File: src/rtl/sram_like_bridge.sv
// CPU SRAM-port to SRAM-like bus bridge: captures one access, runs the
// req/addr_ok/data_ok handshake, and drains accepted transactions on flush.
module sram_like_bridge #(
  parameter int ADDR_W = 32,
  parameter int DATA_W = 32
) (
  input  logic                  clk,
  input  logic                  rst,
  input  logic                  hold,
  input  logic                  flush,
  output logic                  stall,
  input  logic                  sram_en,
  input  logic [DATA_W/8-1:0]   sram_wen,
  input  logic [1:0]            sram_size,
  input  logic [ADDR_W-1:0]     sram_addr,
  input  logic [DATA_W-1:0]     sram_wdata,
  output logic [DATA_W-1:0]     sram_rdata,
  output logic                  err_wen,
  output logic                  req,
  output logic                  wr,
  output logic [1:0]            size,
  output logic [ADDR_W-1:0]     addr,
  output logic [DATA_W-1:0]     wdata,
  input  logic                  addr_ok,
  input  logic                  data_ok,
  input  logic [DATA_W-1:0]     rdata
);

  localparam int WB   = DATA_W / 8;
  localparam int LGWB = $clog2(WB);
  localparam int RW   = LGWB + 3;

  localparam logic [WB-1:0] ONE_L   = WB'(1'b1);
  localparam logic [WB-1:0] PAIR_L  = WB'(2'b11);
  localparam logic [WB-1:0] QUAD_L  = WB'(4'hF);
  localparam logic [WB-1:0] ALL_L   = {WB{1'b1}};
  localparam logic [1:0]    FULL_SZ = (DATA_W == 64) ? 2'd3 : 2'd2;

  typedef enum logic [2:0] {
    IDLE  = 3'd0,
    ADDR  = 3'd1,
    DATA  = 3'd2,
    DONE  = 3'd3,
    DRAIN = 3'd4
  } state_t;

  // Maps a byte-enable pattern to {error, size, lane offset}; unrecognised
  // patterns fall back to a full-width aligned transfer flagged as an error.
  function automatic logic [RW-1:0] wr_derive(input logic [WB-1:0] wen);
    logic [RW-1:0] res;
    res = {1'b1, FULL_SZ, {LGWB{1'b0}}};
    for (int k = 0; k < WB; k++) begin
      if (wen == (ONE_L << k)) begin
        res = {1'b0, 2'd0, LGWB'(k)};
      end
    end
    for (int k = 0; k < WB / 2; k++) begin
      if (wen == (PAIR_L << (2 * k))) begin
        res = {1'b0, 2'd1, LGWB'(2 * k)};
      end
    end
    for (int k = 0; k < WB / 4; k++) begin
      if (wen == (QUAD_L << (4 * k))) begin
        res = {1'b0, 2'd2, LGWB'(4 * k)};
      end
    end
    if ((WB == 8) && (wen == ALL_L)) begin
      res = {1'b0, 2'd3, {LGWB{1'b0}}};
    end
    return res;
  endfunction

  state_t              state_q;
  logic                req_q;
  logic                wr_q;
  logic [1:0]          size_q;
  logic [ADDR_W-1:0]   addr_q;
  logic [DATA_W-1:0]   wdata_q;
  logic [DATA_W-1:0]   sram_rdata_q;
  logic                err_wen_q;

  logic [RW-1:0]       wder_s;
  logic                cap_wr_s;
  logic [1:0]          cap_size_s;
  logic [ADDR_W-1:0]   cap_addr_s;
  logic                cap_err_s;

  // Request fields as they would be captured this cycle.
  always_comb begin
    wder_s   = wr_derive(sram_wen);
    cap_wr_s = |sram_wen;
    if (cap_wr_s) begin
      cap_size_s = wder_s[RW-2 -: 2];
      cap_addr_s = {sram_addr[ADDR_W-1:LGWB], wder_s[LGWB-1:0]};
      cap_err_s  = wder_s[RW-1];
    end else begin
      cap_size_s = sram_size;
      cap_addr_s = sram_addr;
      cap_err_s  = 1'b0;
    end
  end

  // Bridge FSM with all bus-facing outputs registered.
  always_ff @(posedge clk or negedge rst) begin
    if (!rst) begin
      state_q      <= IDLE;
      req_q        <= 1'b0;
      wr_q         <= 1'b0;
      size_q       <= 2'd0;
      addr_q       <= '0;
      wdata_q      <= '0;
      sram_rdata_q <= '0;
      err_wen_q    <= 1'b0;
    end else begin
      err_wen_q <= 1'b0;
      case (state_q)
        IDLE: begin
          if (sram_en && !flush) begin
            state_q   <= ADDR;
            req_q     <= 1'b1;
            wr_q      <= cap_wr_s;
            size_q    <= cap_size_s;
            addr_q    <= cap_addr_s;
            wdata_q   <= sram_wdata;
            err_wen_q <= cap_err_s;
          end else begin
            state_q <= IDLE;
          end
        end
        ADDR: begin
          if (flush) begin
            // Only an accepted request still owes a data_ok that must be drained.
            req_q   <= 1'b0;
            state_q <= (addr_ok && !data_ok) ? DRAIN : IDLE;
          end else if (addr_ok) begin
            req_q <= 1'b0;
            if (data_ok) begin
              state_q <= DONE;
              if (!wr_q) begin
                sram_rdata_q <= rdata;
              end else begin
                sram_rdata_q <= sram_rdata_q;
              end
            end else begin
              state_q <= DATA;
            end
          end else begin
            state_q <= ADDR;
          end
        end
        DATA: begin
          if (flush) begin
            state_q <= data_ok ? IDLE : DRAIN;
          end else if (data_ok) begin
            state_q <= DONE;
            if (!wr_q) begin
              sram_rdata_q <= rdata;
            end else begin
              sram_rdata_q <= sram_rdata_q;
            end
          end else begin
            state_q <= DATA;
          end
        end
        DONE: begin
          if (flush || !hold) begin
            state_q <= IDLE;
          end else begin
            state_q <= DONE;
          end
        end
        DRAIN: begin
          if (data_ok) begin
            state_q <= IDLE;
          end else begin
            state_q <= DRAIN;
          end
        end
        default: begin
          state_q <= IDLE;
          req_q   <= 1'b0;
        end
      endcase
    end
  end

  assign stall      = sram_en & ~flush & (state_q != DONE);
  assign sram_rdata = sram_rdata_q;
  assign err_wen    = err_wen_q;
  assign req        = req_q;
  assign wr         = wr_q;
  assign size       = size_q;
  assign addr       = addr_q;
  assign wdata      = wdata_q;

endmodule

File: config.mk
export PLATFORM = sky130hd
export DESIGN_NAME = sram_like_bridge
export DESIGN_NICKNAME = d
export VERILOG_FILES = /design/src/rtl/sram_like_bridge.sv
export SDC_FILE = /design/constraint.sdc
export NUM_CORES = 1
export LEC_CHECK = 0
export BUFFER_PORTS_ARGS = -buffer_cell sky130_fd_sc_hd__buf_4
export CORE_MARGIN = 4
export CORE_UTILIZATION = 49
export CTS_CLUSTER_DIAMETER = 150
export DETAILED_ROUTE_END_ITERATION = 16
export HOLD_SLACK_MARGIN = 0.1
export PLACE_DENSITY_LB_ADDON = 0.2
export SETUP_SLACK_MARGIN = 0.02
export SYNTH_ARGS = -nofsm -noshare
export SYNTH_HDL_FRONTEND = slang
export SYNTH_SLANG_ARGS = --single-unit
File: constraint.sdc
create_clock -name clk -period 2.8 [get_ports clk]
set_clock_uncertainty 0.15 [all_clocks]
set_input_delay 0.42 -clock clk [delete_from_list [all_inputs] [get_ports clk]]
set_output_delay 0.42 -clock clk [all_outputs]
set_load 0.005 [all_outputs]
==> impl_metrics.ini <==
[status]
status = finished, final reports clean

[final_layout]
final_cell_mix = buf_4, dfrtp_1, mux2_2
final_common_cell = buf_4
n_antenna_cell = 0
post_route_cells_drive_above_1_share_pct = 69.3
multi_input_area_sq_mm = 0.00148
regArea_sq_mm = 0.00260
syn_to_final_growth_pct = 43.5
stdcell_count = 581
filler_cell_count = 556
final_nets = 580

[synthesis]
synth_top_family_by_area = multiplexers
synth.area.top_cells = dfrtp_1, mux2_2, mux2_4, buf_6, buf_12
synth_compound_area_share_pct = 2.74
yosysTopAreaCellShare_pct = 61.4
synth_edf_count = 0
syn_area_sq_mm = 0.00424
synthAdderAreaFrac_pct = 0
yosys_warnings = 0
synth.avg_cell_area_sq_um = 16.6
ys_ff_latch = 104
synthSimpleGateAreaFrac_pct = 2.86
synthXorXnorAreaFrac_pct = 0
synthCells = 255
yosys.area.top_type = dfrtp_1
async_flop_share_pct = 100
synth_cell_types = 35
synthMuxAreaShare_pct = 29.2
synth_fp_nets = 364
yosysSeqAreaShare_pct = 61.4
synth-main-ff-cell = dfrtp_1

[cts]
post_cts_buffers = 0
cts_sinks = 104
insertion_delay_ns = 0.35
cts_buffers = 9
cts_root_buf = clkbuf_8
cts.clk_slew.worst_paths_ns = 0.10
htree_levels = 3
cts_tree = built
clockBufferDepth = 2

[timing]
fin_setup_tns_ns = 0
rsz0062_at_grt = no
setup_violations = 0
clock.fmax_ghz = 0.441
slew_headroom_pct = 69.9
finalWorstPathRequiredPeriod_ns = 2.27
fin_ws_ns = 0.535
worst_slew_pin_slew_ns = 0.440
hold_viol_final = 0
post-route-period-util_pct = 80.9
hold_ws_ns = 0.131
slew_violations = 0

[placed_design]
gp_congestion = 0.751
port_buffers = 210
dp.cells = 562
hpwl_microns = 7540
pre_cts_ws_ns = 0.733

[setup_path]
critical_path.startpoint = flush
worstSetupEndpointType = flip-flop
criticalPathCategory = input port to flip-flop
r2r_setup_slack_ns = 0.79
r2r-start = state_q[1]
cp_max_fo = 26
cp_data_required_time_ns = 2.89
critPathArrivalTime_ns = 2.36
start_kind = input port

[die]
start_util_pct = 51.1
fp.dieW_microns = 101
die_h_microns = 101
fp.dieArea_sq_mm = 0.0102
core_sq_mm = 0.00830
io_pins = 211
rows = 33

[power_and_ir_drop]
power_density_mw_per_mm2 = 719
p_comb_share_pct = 31.5
p_leak_nw = 3.06
clock_power_share_pct = 20.2
p_sw_w = 0.00117
internal_power_w = 0.00320
irDropWorstVdd_v = 0.000402
sw_frac_of_total_pct = 26.8
pwr-share-seq_pct = 48.4

[route]
wl_microns = 9940
post_drt_wl_per_cell_microns = 17.1
final_antenna_net_count = 0
vias = 2899
routed_via_density = 4.99
dr.pass1.iters = 4
first_iter_violations = 49
drc = 0

[global_route]
grt_max_degree = 72
grt_antenna_before_repair = 0
overflow = 0
track_usage_pct = 20.0
grt_pass1_wl_microns = 15900
first_global_vias = 3119

[worst_hold_path]
hold_path_class = input port to flip-flop
hp-start = rdata[30]

[flow_run]
maxCapViolations = 0
worst paths after layout:
path,endpoint,depth (start not counted)
max,wdata[22],6
min,sram_rdata[30],2
max reg2reg,sram_rdata[29],4
min reg2reg,sram_rdata[30],1
max in group asynchronous,sram_rdata[30],3
min in group asynchronous,addr[6],2
cells in the mapped netlist, types with 2 or more instances:
master	instances
dfrtp_1	104
a31oi_1	2
buf_6	4
nand3_1	2
mux2_2	67
nor2_2	2
buf_12	2
buf_8	2
mux2_1	2
and2_1	2
buf_4	3
o21ai_0	3
a21oi_1	3
nor3_1	3
inv_1	5
mux2_4	29
nor2_1	2
timing repair:
action	in CTS	in global routing
gates resized for setup	0	0
hold buffers	3	0
endpoints found under the setup margin	0	0
endpoints found under the hold margin	35	0
area by class of cell:
cell class	instances	area share (%)
Sequential cell	104	42.8
Timing Repair Buffer	217	27.3
Multi-Input combinational cell	134	24.3
Clock buffer	10	2.26
Tap cell	105	2.16
Clock inverter	6	0.843
Inverter	5	0.308
metal layers:
metal	track usage [%]	part of all wire, %	vias up
li1	-	-	1338
met1	22.2	35	1427
met2	35.4	54	120
met3	7.13	9.4	14
met4	6.95	1.7	0
met5	0	0	-
through the flow:
stage / cell area, sq um / util, % / total power, W
global placement: 5870 / 70.7 / 0.00349
global route: 6080 / 73.3 / 0.00464
finish: 6080 / 73.3 / 0.00438
CTS: 6080 / 73.3 / 0.00445
detailed placement: 5870 / 70.7 / 0.00355
floorplan: 4240 / - / 0.00266
registers in the layout, summed over array words and instances, names as in the netlist:
register,count
addr,32
err_wen,1
req,1
size,2
sram_rdata,32
state_q,3
wdata,32
wr,1
kinds of logic (layout without fill, tap and decap cells):
group | count (synthesis) | after routing
compound gates | 15 | 15
buf+inv | 17 | 238
flops | 104 | 104
mux | 99 | 99
simple gates | 20 | 20
power by group through the flow:
stage | logic [W] | clock network [W] | registers, W
finish | 0.00138 | 0.000883 | 0.00212
floorplan | 0.000509 | 0 | 0.00215
global route | 0.00149 | 0.000979 | 0.00217
CTS | 0.00141 | 0.000918 | 0.00212
detailed placement | 0.00140 | 0 | 0.00214
global placement | 0.00136 | 0 | 0.00213
worst max-delay path, cell delays in order:
cell	delay [ns]
dlygate4sd3_1	0.53
buf_4	0.15
nor2_2	0.24
and3_4	0.25
buf_4	0.36
mux2_2	0.39
Note: power is estimated with default switching activity, not from simulation.
